==> src/rtl/texel_pkg.sv <==
// ============================================================================
// Module  : texel_pkg
// Brief   : Constants and state encoding shared by texel serializer/assembler.
// Revision: 1.0
// ============================================================================
`default_nettype none

package texel_pkg;

  localparam logic [31:0] FRAME_START = 32'd0;
  localparam logic [31:0] FRAME_END   = 32'd1;
  localparam int          TEXEL_W     = 168;
  localparam int          NUM_WORDS   = 6;

  typedef enum logic [1:0] {
    ST_IDLE    = 2'd0,
    ST_HDR     = 2'd1,
    ST_DATA    = 2'd2,
    ST_TRAILER = 2'd3
  } state_t;

endpackage

`default_nettype wire

==> src/rtl/texel_serializer.sv <==
// ============================================================================
// Module  : texel_serializer
// Brief   : Sends each 168-bit triangle as FRAME_START + 6 words, FRAME_END on request.
// Revision: 1.0
// ============================================================================
`default_nettype none

module texel_serializer
  import texel_pkg::*;
(
  input  logic               clk,
  input  logic               n_rst,
  input  logic [TEXEL_W-1:0] texel_buffer,
  input  logic               texel_ready,
  output logic               texel_read,
  input  logic               frame_done,
  input  logic               ahb_write_ready,
  output logic [31:0]        ahb_write_data,
  output logic               ahb_write_valid,
  output logic               busy
);

  localparam logic [2:0] c_LAST_WORD = 3'(NUM_WORDS - 1);

  state_t               r_state;
  logic [2:0]           r_word_cnt;
  logic                 r_end_pending;
  logic [TEXEL_W-1:0]   r_shadow;

  state_t               w_next_state;
  logic [2:0]           w_next_cnt;
  logic                 w_next_pend;
  logic                 w_capture;
  logic                 w_valid;
  logic [31:0]          w_data;
  logic [31:0]          w_word;

  always_ff @(posedge clk or negedge n_rst) begin
    if (!n_rst) begin
      r_state       <= ST_IDLE;
      r_word_cnt    <= 3'd0;
      r_end_pending <= 1'b0;
    end else begin
      r_state       <= w_next_state;
      r_word_cnt    <= w_next_cnt;
      r_end_pending <= w_next_pend;
    end
  end

  always_ff @(posedge clk or negedge n_rst) begin
    if (!n_rst) begin
      r_shadow <= '0;
    end else if (w_capture) begin
      r_shadow <= texel_buffer;
    end
  end

  always_comb begin
    w_next_state = r_state;
    w_next_cnt   = r_word_cnt;
    // A new request always wins; the TRAILER transfer only clears a stale one.
    w_next_pend  = r_end_pending | frame_done;
    w_capture    = 1'b0;
    w_valid      = 1'b0;
    w_data       = 32'd0;

    case (r_word_cnt)
      3'd0:    w_word = r_shadow[31:0];
      3'd1:    w_word = r_shadow[63:32];
      3'd2:    w_word = r_shadow[95:64];
      3'd3:    w_word = r_shadow[127:96];
      3'd4:    w_word = r_shadow[159:128];
      3'd5:    w_word = {24'd0, r_shadow[167:160]};
      default: w_word = 32'd0;
    endcase

    case (r_state)
      ST_IDLE: begin
        if (texel_ready) begin
          w_capture    = n_rst;
          w_next_state = ST_HDR;
        end else if (r_end_pending) begin
          w_next_state = ST_TRAILER;
        end
      end
      ST_HDR: begin
        w_valid = 1'b1;
        w_data  = FRAME_START;
        if (ahb_write_ready) begin
          w_next_cnt   = 3'd0;
          w_next_state = ST_DATA;
        end
      end
      ST_DATA: begin
        w_valid = 1'b1;
        w_data  = w_word;
        if (ahb_write_ready) begin
          if (r_word_cnt == c_LAST_WORD) begin
            w_next_state = ST_IDLE;
          end else begin
            w_next_cnt = r_word_cnt + 3'd1;
          end
        end
      end
      ST_TRAILER: begin
        w_valid = 1'b1;
        w_data  = FRAME_END;
        if (ahb_write_ready) begin
          w_next_state = ST_IDLE;
          w_next_pend  = frame_done;
        end
      end
      default: w_next_state = ST_IDLE;
    endcase
  end

  assign texel_read      = w_capture;
  assign ahb_write_valid = w_valid;
  assign ahb_write_data  = w_data;
  assign busy            = (r_state != ST_IDLE) || r_end_pending;

endmodule

`default_nettype wire

==> config.mk <==
export PLATFORM = sky130hd
export DESIGN_NAME = texel_serializer
export DESIGN_NICKNAME = d
export VERILOG_FILES = /design/src/rtl/texel_pkg.sv /design/src/rtl/texel_serializer.sv
export SDC_FILE = /design/constraint.sdc
export NUM_CORES = 1
export LEC_CHECK = 0
export ABC_AREA = 1
export ABC_CLOCK_PERIOD_IN_PS = 2300
export CAP_MARGIN = 30
export CORE_UTILIZATION = 50
export CTS_BUF_LIST = sky130_fd_sc_hd__clkbuf_8
export CTS_CLUSTER_SIZE = 28
export DETAILED_ROUTE_END_ITERATION = 10
export PLACE_DENSITY = 0.82
export SLEW_MARGIN = 0
export SYNTH_ARGS = -nofsm -noshare
export SYNTH_HDL_FRONTEND = slang
export SYNTH_SLANG_ARGS = --single-unit
==> constraint.sdc <==
create_clock -name clk -period 2.3 [get_ports clk]
set_input_delay 0.46 -clock clk [delete_from_list [all_inputs] [get_ports clk]]
set_output_delay 0.46 -clock clk [all_outputs]
set_load 0.01 [all_outputs]
==> out/results.ini, run 1 <==
[clock_network]
htreeDepth = 4
clkTransAtPathRegs_ns = 0.09
clk_latency_ns = 0.46
root_buffer = clkbuf_8
cts_tree = built
cts_hold_buf = 0
max-clock-path-buffers = 2
cts.sinks = 174
cts_made_buffers = 17

[drt]
wl_per_cell_um = 15.9
via_per_inst = 5.09
drc_errors = 0
routed_wl_um = 24700
ant_nets = 0
dr.pass1.iters = 5
drt_iter0_markers = 715
route.vias.total = 7871

[setup_path]
cp.arrival_ns = 2.13
crit_buf_inv = 5
crit_path_top_delay_cell = dfrtp_1
setup.worst_path.end_class = output pin
critPathKind = reg2out
cpPeakStageDelay_ns = 0.41
cp-start-kind = flop
critPathTopFamily = buffers and inverters
path_max_fanout = 6
cp.required_ns = 1.84
cp_cell_sequence = buf_4, ha_4, inv_2, nor2_4, buf_12, clkbuf_16, nand2_1, nand3_2, nor2_2, nor2_1, buf_2

[sta]
rsz0062_at_grt = yes
layout_setup_ws_ns = -0.287
finalMaxSlewViolations = 0
setup_violations = 32
maxSlewHeadroom_pct = 45.6
fin_crit_ns = 2.59
clock-skew-final_ns = 0.0113
finalHoldViolCount = 0
fin_crit_sh_pct = 112
hold_ws_ns = 0.105
worstMarginPinSlew_ns = 0.816
max_freq_ghz = 0.386

[logic_synthesis]
synth-seq-area-share_pct = 54.0
synth.avg_cell_area_um2 = 7.33
ys_ff_latch = 174
synth_cell_type_count = 18
syn_area_um2 = 8060
yosysWarnings = 0
synth_nets = 1278
synthCells = 1100

[finish]
layout.cells.most_common = nand2_1
area_growth_pct = 39.3
layout_common_cells = nand2_1 (694), clkdlybuf4s50_1 (173), dfrtp_1 (172)
fillers = 1251
antennaDiodeCount = 0
drive_gt1_share_pct = 12.5
nNetsFinal = 1495

[power_and_ir_drop]
power_density_nw_per_um2 = 1140
ir_drop_v = 0.000499
p_total_mw = 12.8
total_leakage_power_nw = 5.89

[die]
io_pins = 208
die_area_um2 = 16600
die_w_um = 129
std_cell_rows = 46
die_y_um = 129
core_um2 = 15800
start_util_pct = 50.9

[global_routing]
grt_pass1_wl_um = 37600
grt_usage_pct = 30.1
grt_start_max_net_pins = 168
grt_pass1_vias = 7516
antenna_found_initial = 1
grt_overflow = 0

[placement]
gp_congestion = 1.02
hpwl_um = 15900
io_buffer_count = 207

[worst_hold_path]
min_path_type = in2async

[status]
violations = setup timing
status = finished, violations left

[flow_run]
maxCapViolations = 0

## Yosys cell counts, drive strengths merged
master  count  share of area, %
ha          5              0.78
nand2     709                33
nand3      49               3.1
clkbuf     10              0.47
or2         1             0.078
inv        23               1.1
clkinv      1             0.047
o21ai       9              0.56
a21oi       8              0.50
nor2       62               3.0
o21bai      2              0.19
dfrtp     174                54
buf        47               3.2
## power by group
part           internal (mW)  switching (mW)
clock network           1.07            1.12
registers               4.47           0.880
logic                   2.38            2.92
total                   7.92            4.92
## area by class of cell
type	count	area [um^2]	share of cell area, %
Tap cell	216	270	2.41
Clock buffer	21	289	2.57
Sequential cell	174	4360	38.8
Timing Repair Buffer	255	2590	23.0
Clock inverter	11	116	1.04
Multi-Input combinational cell	845	3520	31.3
Inverter	24	96.3	0.858
## per-stage QoR
stage	TNS, ns	setup WS (ns)	cells	utilization (%)	area, um^2
4_1_cts	-7.32	-0.320	1537	69.7	11000
3_5_place_dp	-4.17	-0.179	1499	66.4	10500
2_1_floorplan	0	0.227	1100	-	8060
5_1_grt	-10.81	-0.382	1546	71.0	11200
6_report	-6.36	-0.287	1546	71.0	11200
3_3_place_gp	-3.21	-0.144	1499	66.4	10500
## flip-flops by register name, indices dropped and copies added (netlist names)
name / cells
r_shadow: 168
r_state: 2
r_end_pending: 1
r_word_cnt: 3
## what timing repair did
action / 4_1_cts / 5_1_grt
gates cloned: 3 / 4
pin swaps: 7 / 15
setup buffers: 3 / 5
endpoints found under the setup margin: 33 / 32
gates resized for setup: 153 / 37
## worst register-to-register path, cell delays in order (launching register included)
cell     delay [ns]
dfrtp_2        0.45
nor2_4         0.16
nand3_4        0.11
inv_4          0.13
buf_12         0.48
nand2_1        0.30
nand2_1        0.10
## final timing paths
check / slack (ns) / depth (start not counted) / startpoint / end
max: -0.29 / 11 / r_word_cnt[1] / ahb_write_data[26]
min: 0.11 / 2 / n_rst / r_shadow[32]
max reg2reg: 0.51 / 6 / r_state[1] / r_shadow[148]
min reg2reg: 0.48 / 2 / r_shadow[126] / r_shadow[126]
max in group asynchronous: 1.62 / 2 / n_rst / r_shadow[131]
min in group clk: 0.44 / 5 / n_rst / r_shadow[93]
## logic make-up after synthesis
kind of cell | count (synthesis) | synth area share, %
simple gates | 821 | 39.2
flops | 174 | 54.0
buf+inv | 81 | 4.83
compound gates | 19 | 1.24
fa+ha+maj | 5 | 0.776
## per-layer routing
metal | vias up | wire length, um | track usage, %
li1 | 3760 | - | -
met1 | 3686 | 10400 | 41.5
met2 | 352 | 11400 | 45.3
met3 | 73 | 1800 | 6.15
met4 | 0 | 1030 | 15.2
met5 | - | 0 | 0
Note: power is estimated with default switching activity, not from simulation.
==> run 2: changes to the inputs <==
Settings changed: HOLD_SLACK_MARGIN from default to 0.15.
==> out/results.ini, run 2 (same netlist as run 1, synthesis figures left out) <==
[die]
die_w_um = 129  ; unchanged
die_area_um2 = 16600  ; unchanged
io_pins = 208  ; unchanged
start_util_pct = 50.9  ; unchanged
core_um2 = 15800  ; unchanged
die_y_um = 129  ; unchanged
std_cell_rows = 46  ; unchanged

[sta]
layout_setup_ws_ns = -0.312  ; -0.0243 ns
worstMarginPinSlew_ns = 0.720  ; -0.0969 ns
max_freq_ghz = 0.383  ; -0.93%
tns_ns = -6.51  ; -0.154 ns
maxSlewHeadroom_pct = 52.0  ; +6.5 points
rsz0062_at_grt = yes
finalMaxSlewViolations = 0  ; unchanged
fin_crit_sh_pct = 114  ; +1.1 points
clock-skew-final_ns = 0.00973  ; -0.00160 ns
hold_ws_ns = 0.487  ; +0.382 ns
finalHoldViolCount = 0  ; unchanged
fin_crit_ns = 2.61  ; +0.0243 ns
setup_violations = 32  ; unchanged

[drt]
dr.pass1.iters = 5  ; unchanged
highest_layer = met4
route.vias.total = 7840  ; -0.39%
dr_wl_met3_um = 1700  ; -5.2%
met2_length_um = 11500  ; +1.1%
via_per_inst = 5.07  ; -0.46%
drc_errors = 0  ; unchanged
drt_iter0_markers = 735  ; +2.8%
routed_wl_um = 24700  ; +0.27%
wl_per_cell_um = 16.0  ; +0.20%
ant_nets = 0  ; unchanged
met1_length_um = 10500  ; +0.95%

[global_routing]
grt_pass1_wl_um = 37600  ; about the same
grt_overflow = 0  ; unchanged
grt_pass1_vias = 7519  ; +0.040%
grt_start_max_net_pins = 168  ; unchanged
grt_usage_pct = 30.1  ; about the same
antenna_found_initial = 1  ; unchanged

[status]
status = finished, violations left
violations = setup timing

[finish]
drive_gt1_share_pct = 12.5  ; about the same
fillers = 1250  ; -0.080%
design_area_um2 = 11200  ; about the same
layout_common_cells = nand2_1 (694), clkdlybuf4s50_1 (173), dfrtp_1 (172)
final_util_pct = 71.0  ; about the same
layout.cells.most_common = nand2_1
largest_reg_flops = 168  ; unchanged
antennaDiodeCount = 0  ; unchanged
area_growth_pct = 39.4  ; about the same
largest_register = r_shadow
nNetsFinal = 1496  ; +0.067%
layoutNonFillerInstCount = 1547  ; +0.065%
reg_top3 = r_shadow x168, r_word_cnt x3, r_state x2

[setup_path]
cp-start-kind = flop
setup.worst_path.end_class = output pin
ff2ff_setup_slack_ns = 0.48  ; -0.03 ns
cp.required_ns = 1.84  ; about the same
cp.arrival_ns = 2.15  ; +0.02 ns
critPathKind = reg2out
path_max_fanout = 6  ; unchanged

[clock_network]
root_buffer = clkbuf_8
htreeDepth = 4  ; unchanged
clkTransAtPathRegs_ns = 0.09  ; about the same
cts_tree = built
cts_made_buffers = 17  ; unchanged
cts.sinks = 174  ; unchanged
clk_latency_ns = 0.46  ; about the same
max-clock-path-buffers = 2  ; unchanged

[placement]
placed_cells = 1499  ; unchanged
hpwl_um = 15900  ; unchanged
postPlaceCellArea_um2 = 10500  ; unchanged
place_ws_ns = -0.179  ; unchanged
io_buffer_count = 207  ; unchanged
gp_congestion = 1.02  ; unchanged

[flow_run]
maxCapViolations = 0  ; unchanged

[worst_hold_path]
min_path_type = reg2reg

[power_and_ir_drop]
power_density_nw_per_um2 = 1140  ; -0.11%
ir_drop_v = 0.000499  ; about the same
total_leakage_power_nw = 5.90  ; about the same
p_total_mw = 12.8  ; about the same

==> run 2: worst paths after layout <==
check	to	cells after the start	startpoint
max in group asynchronous	r_shadow[131]	3	n_rst
setup / recovery	ahb_write_data[26]	11	r_word_cnt[1]
min in group asynchronous	r_shadow[32]	3	n_rst
hold reg to reg	r_shadow[97]	2	r_shadow[97]
hold / removal	r_shadow[97]	2	r_shadow[97]
setup reg to reg	r_shadow[148]	6	r_state[1]
==> run 2: worst max-delay path: stages (launching register included) <==
cell and delay, ns:
dfrtp_1 0.41, buf_4 0.16, ha_4 0.15, inv_2 0.06, nor2_4 0.05, buf_12 0.12, clkbuf_16 0.15, nand2_1 0.07
nand3_2 0.15, nor2_2 0.16, nor2_1 0.06, buf_2 0.14
==> run 2: cell type report <==
class                   count  area, um^2  area share [%]
inverters                  24        96.3           0.857
clock buffers              21         289            2.57
multi-input cells         845        3520            31.3
repair buffers            256        2600            23.1
clock inverters            11         116            1.03
flip-flops and latches    174        4360            38.7
well taps                 216         270            2.40
==> run 2: timing repair <==
item                                    CTS  global route
setup buffers                             3             5
hold buffers                              1             0
pin swaps                                 7            15
resized for setup                       153            37
endpoints found under the hold margin    35             0
endpoints found under the setup margin   33            32
cloned                                    3             4
==> run 2: routing by layer <==
| layer | track usage [%] | vias to the layer above |
|---|---|---|
| met2 | 45.3 | 330 |
| met5 | 0 | - |
| met1 | 41.5 | 3684 |
| met3 | 6.15 | 66 |
| li1 | - | 3760 |
| met4 | 15.2 | 0 |
==> run 2: where the power goes <==
| group | switching, mW | internal (mW) | total (mW) |
|---|---|---|---|
| clock | 1.12 | 1.07 | 2.19 |
| sequential | 0.881 | 4.47 | 5.35 |
| combinational | 2.92 | 2.38 | 5.30 |
| total | 4.92 | 7.92 | 12.8 |
==> run 3: changes to the inputs <==
Settings changed: CELL_PAD_IN_SITES_DETAIL_PLACEMENT from default to 0, CELL_PAD_IN_SITES_GLOBAL_PLACEMENT from default to 2, CORE_ASPECT_RATIO from default to 1.5, CORE_UTILIZATION 50 to 28, PLACE_DENSITY 0.82 to default, PLACE_DENSITY_LB_ADDON from default to 0.1.
==> out/results.ini, run 3 (same netlist as run 1, synthesis figures left out) <==
[die]
start_util_pct = 28.6  ; -22 points
core_um2 = 28200  ; +78%
die_w_um = 141  ; +9.0%
die_area_um2 = 29500  ; +77%
io_pins = 208  ; unchanged
std_cell_rows = 75  ; +63%
die_y_um = 210  ; +63%

[clock_network]
clk_latency_ns = 0.47  ; about the same
root_buffer = clkbuf_8
clkTransAtPathRegs_ns = 0.09  ; about the same
max-clock-path-buffers = 2  ; unchanged
cts.sinks = 174  ; unchanged
htreeDepth = 4  ; unchanged
cts_tree = built
cts_made_buffers = 17  ; unchanged

[setup_path]
crit_start = r_word_cnt[0]
ff2ff_setup_slack_ns = 0.48  ; about the same
crit_path_top_delay_cell = dfrtp_1
crit_buf_inv = 5  ; unchanged
cp.arrival_ns = 2.11  ; -0.04 ns
cp.depth = 11  ; unchanged
cp.required_ns = 1.84  ; about the same
critPathKind = reg2out
r2r-start = r_state[1]
r2r_cells = 8  ; +2
cpPeakStageDelay_ns = 0.39  ; -0.02 ns
critPathTopFamily = buffers and inverters
cp_cell_sequence = buf_6, ha_4, inv_2, nor2_4, buf_12, buf_6, nand2_1, nand2_1, nor2_1, nor2_2, buf_2
setup.worst_path.end_class = output pin
cp-start-kind = flop
crit_end = ahb_write_data[27]
path_max_fanout = 11  ; +5
r2r-end = r_shadow[65]

[power_and_ir_drop]
p_sw_mw = 5.40  ; +9.8%
p_total_mw = 13.4  ; +4.2%
clockPowerShare_pct = 15.8  ; -1.2 points
power_frac_comb_pct = 43.3  ; +2.0 points
netSwitchingFraction_pct = 40.4  ; +2.1 points
p_seq_share_pct = 40.9  ; -0.8 points
ir_drop_v = 0.000359  ; -28%
total_leakage_power_nw = 6.33  ; +7.4%
power_density_nw_per_um2 = 1110  ; -2.8%
p_int_mw = 7.98  ; +0.73%

[global_routing]
grt_start_max_net_pins = 167  ; -0.60%
grt_pass1_vias = 8047  ; +7.0%
grt_usage_pct = 20.4  ; -9.7 points
grt_overflow = 0  ; unchanged
antenna_found_initial = 1  ; unchanged
grt_pass1_wl_um = 44600  ; +19%

[status]
status = finished, violations left
violations = setup timing

[finish]
fillers = 2971  ; +140%
drive_gt1_share_pct = 20.8  ; +8.3 points
area_growth_pct = 49.6
reg_top3 = r_shadow x168, r_word_cnt x3, r_state x2
layout.cells.most_common = nand2_1
nNetsFinal = 1512  ; +1.1%
largest_register = r_shadow
layout_common_cells = nand2_1 (641), dfrtp_1 (174), clkdlybuf4s50_1 (173)
largest_reg_flops = 168  ; unchanged

[placement]
io_buffer_count = 207  ; unchanged
hpwl_um = 19600  ; +23%
place_ws_ns = -0.256  ; -0.0778 ns
gp_congestion = 0.764  ; -25%

[sta]
rsz0062_at_grt = yes
finalMaxSlewViolations = 0  ; unchanged
clock-skew-final_ns = 0.00972  ; -0.00000827 ns
maxSlewHeadroom_pct = 42.7  ; -9.3 points
finalHoldViolCount = 0  ; unchanged
setup_violations = 32  ; unchanged
max_freq_ghz = 0.388  ; +1.4%
fin_crit_sh_pct = 112  ; -1.6 points
fin_crit_ns = 2.57  ; -0.0373 ns
worstMarginPinSlew_ns = 0.860  ; +0.140 ns
tns_ns = -7.10  ; -0.586 ns
layout_setup_ws_ns = -0.274  ; +0.0373 ns

[drt]
ant_nets = 0  ; unchanged
drt_iter0_markers = 425  ; -42%
met2_length_um = 16300  ; +42%
dr.pass1.iters = 4  ; -1
highest_layer = met4
dr_wl_met3_um = 971  ; -43%
wl_per_cell_um = 17.2  ; +7.7%
route.vias.total = 7548  ; -3.7%
routed_wl_um = 29200  ; +18%
met1_length_um = 11500  ; +9.3%
drc_errors = 0  ; unchanged
via_per_inst = 4.46  ; -12%

[worst_hold_path]
min_path_type = reg2reg

[flow_run]
maxCapViolations = 0  ; unchanged

-- run 3: worst register-to-register path: stages, from the launching register on --
cell,delay [ns]
dfrtp_1,0.40
buf_4,0.15
nor2_4,0.14
nand3_4,0.11
inv_4,0.09
buf_12,0.32
buf_4,0.36
nand2_1,0.12
nand2_1,0.07
-- run 3: layout make-up --
cell class                      instances  area, um^2  area share [%]
Clock inverter                         13         116           0.965
Sequential cell                       174        4350            36.1
Tap cell                              346         433            3.59
Timing Repair Buffer                  272        2730            22.6
Multi-Input combinational cell        845        4070            33.7
Clock buffer                           19         262            2.17
Antenna cell                            1        2.50          0.0207
Inverter                               24        96.3           0.799
-- run 3: worst min-delay path by stage --
stage,startpoint,end,slack (ns),cells after the start
final,r_shadow[12],r_shadow[12],0.49,2
after global routing,texel_buffer[106],r_shadow[106],0.49,3
after detailed placement,r_shadow[61],r_shadow[61],0.47,2
after global placement,r_shadow[40],r_shadow[40],0.46,2
after floorplan,n_rst,r_end_pending,0.16,0
after CTS,texel_buffer[79],r_shadow[79],0.47,3
-- run 3: routing by layer --
layer  GRT usage [%]  vias up
met5               0        -
met4            5.51        0
met3            3.31       21
met2            39.4      156
met1            22.8     3584
li1                -     3787
-- run 3: through the flow --
step                      cells  hold slack, ns  cell area [um^2]  util, %
after CTS                  1686           0.471             11500     40.9
final                      1694           0.486             12100     42.8
after floorplan            1100           0.164              8060        -
after global routing       1693           0.491             12100     42.8
after detailed placement   1640           0.465             10800     38.3
after global placement     1640           0.462             10800     38.3
-- run 3: timing repair --
item | in CTS | in global routing
endpoints found under the setup margin | 33 | 32
hold endpoints to repair | 116 | 0
pin swaps | 38 | 53
hold buffers | 1 | 0
resized for setup | 218 | 128
setup buffers | 9 | 6
gates cloned | 4 | 3
-- run 3: power groups by stage --
stage                     combinational, mW  sequential (mW)  clock [mW]
final                                  5.79             5.47        2.12
after global routing                   6.51             5.63        2.31
after CTS                              5.33             5.35        2.20
after detailed placement               4.88             5.37           0
after global placement                 4.83             5.38           0
after floorplan                        2.82             5.08           0
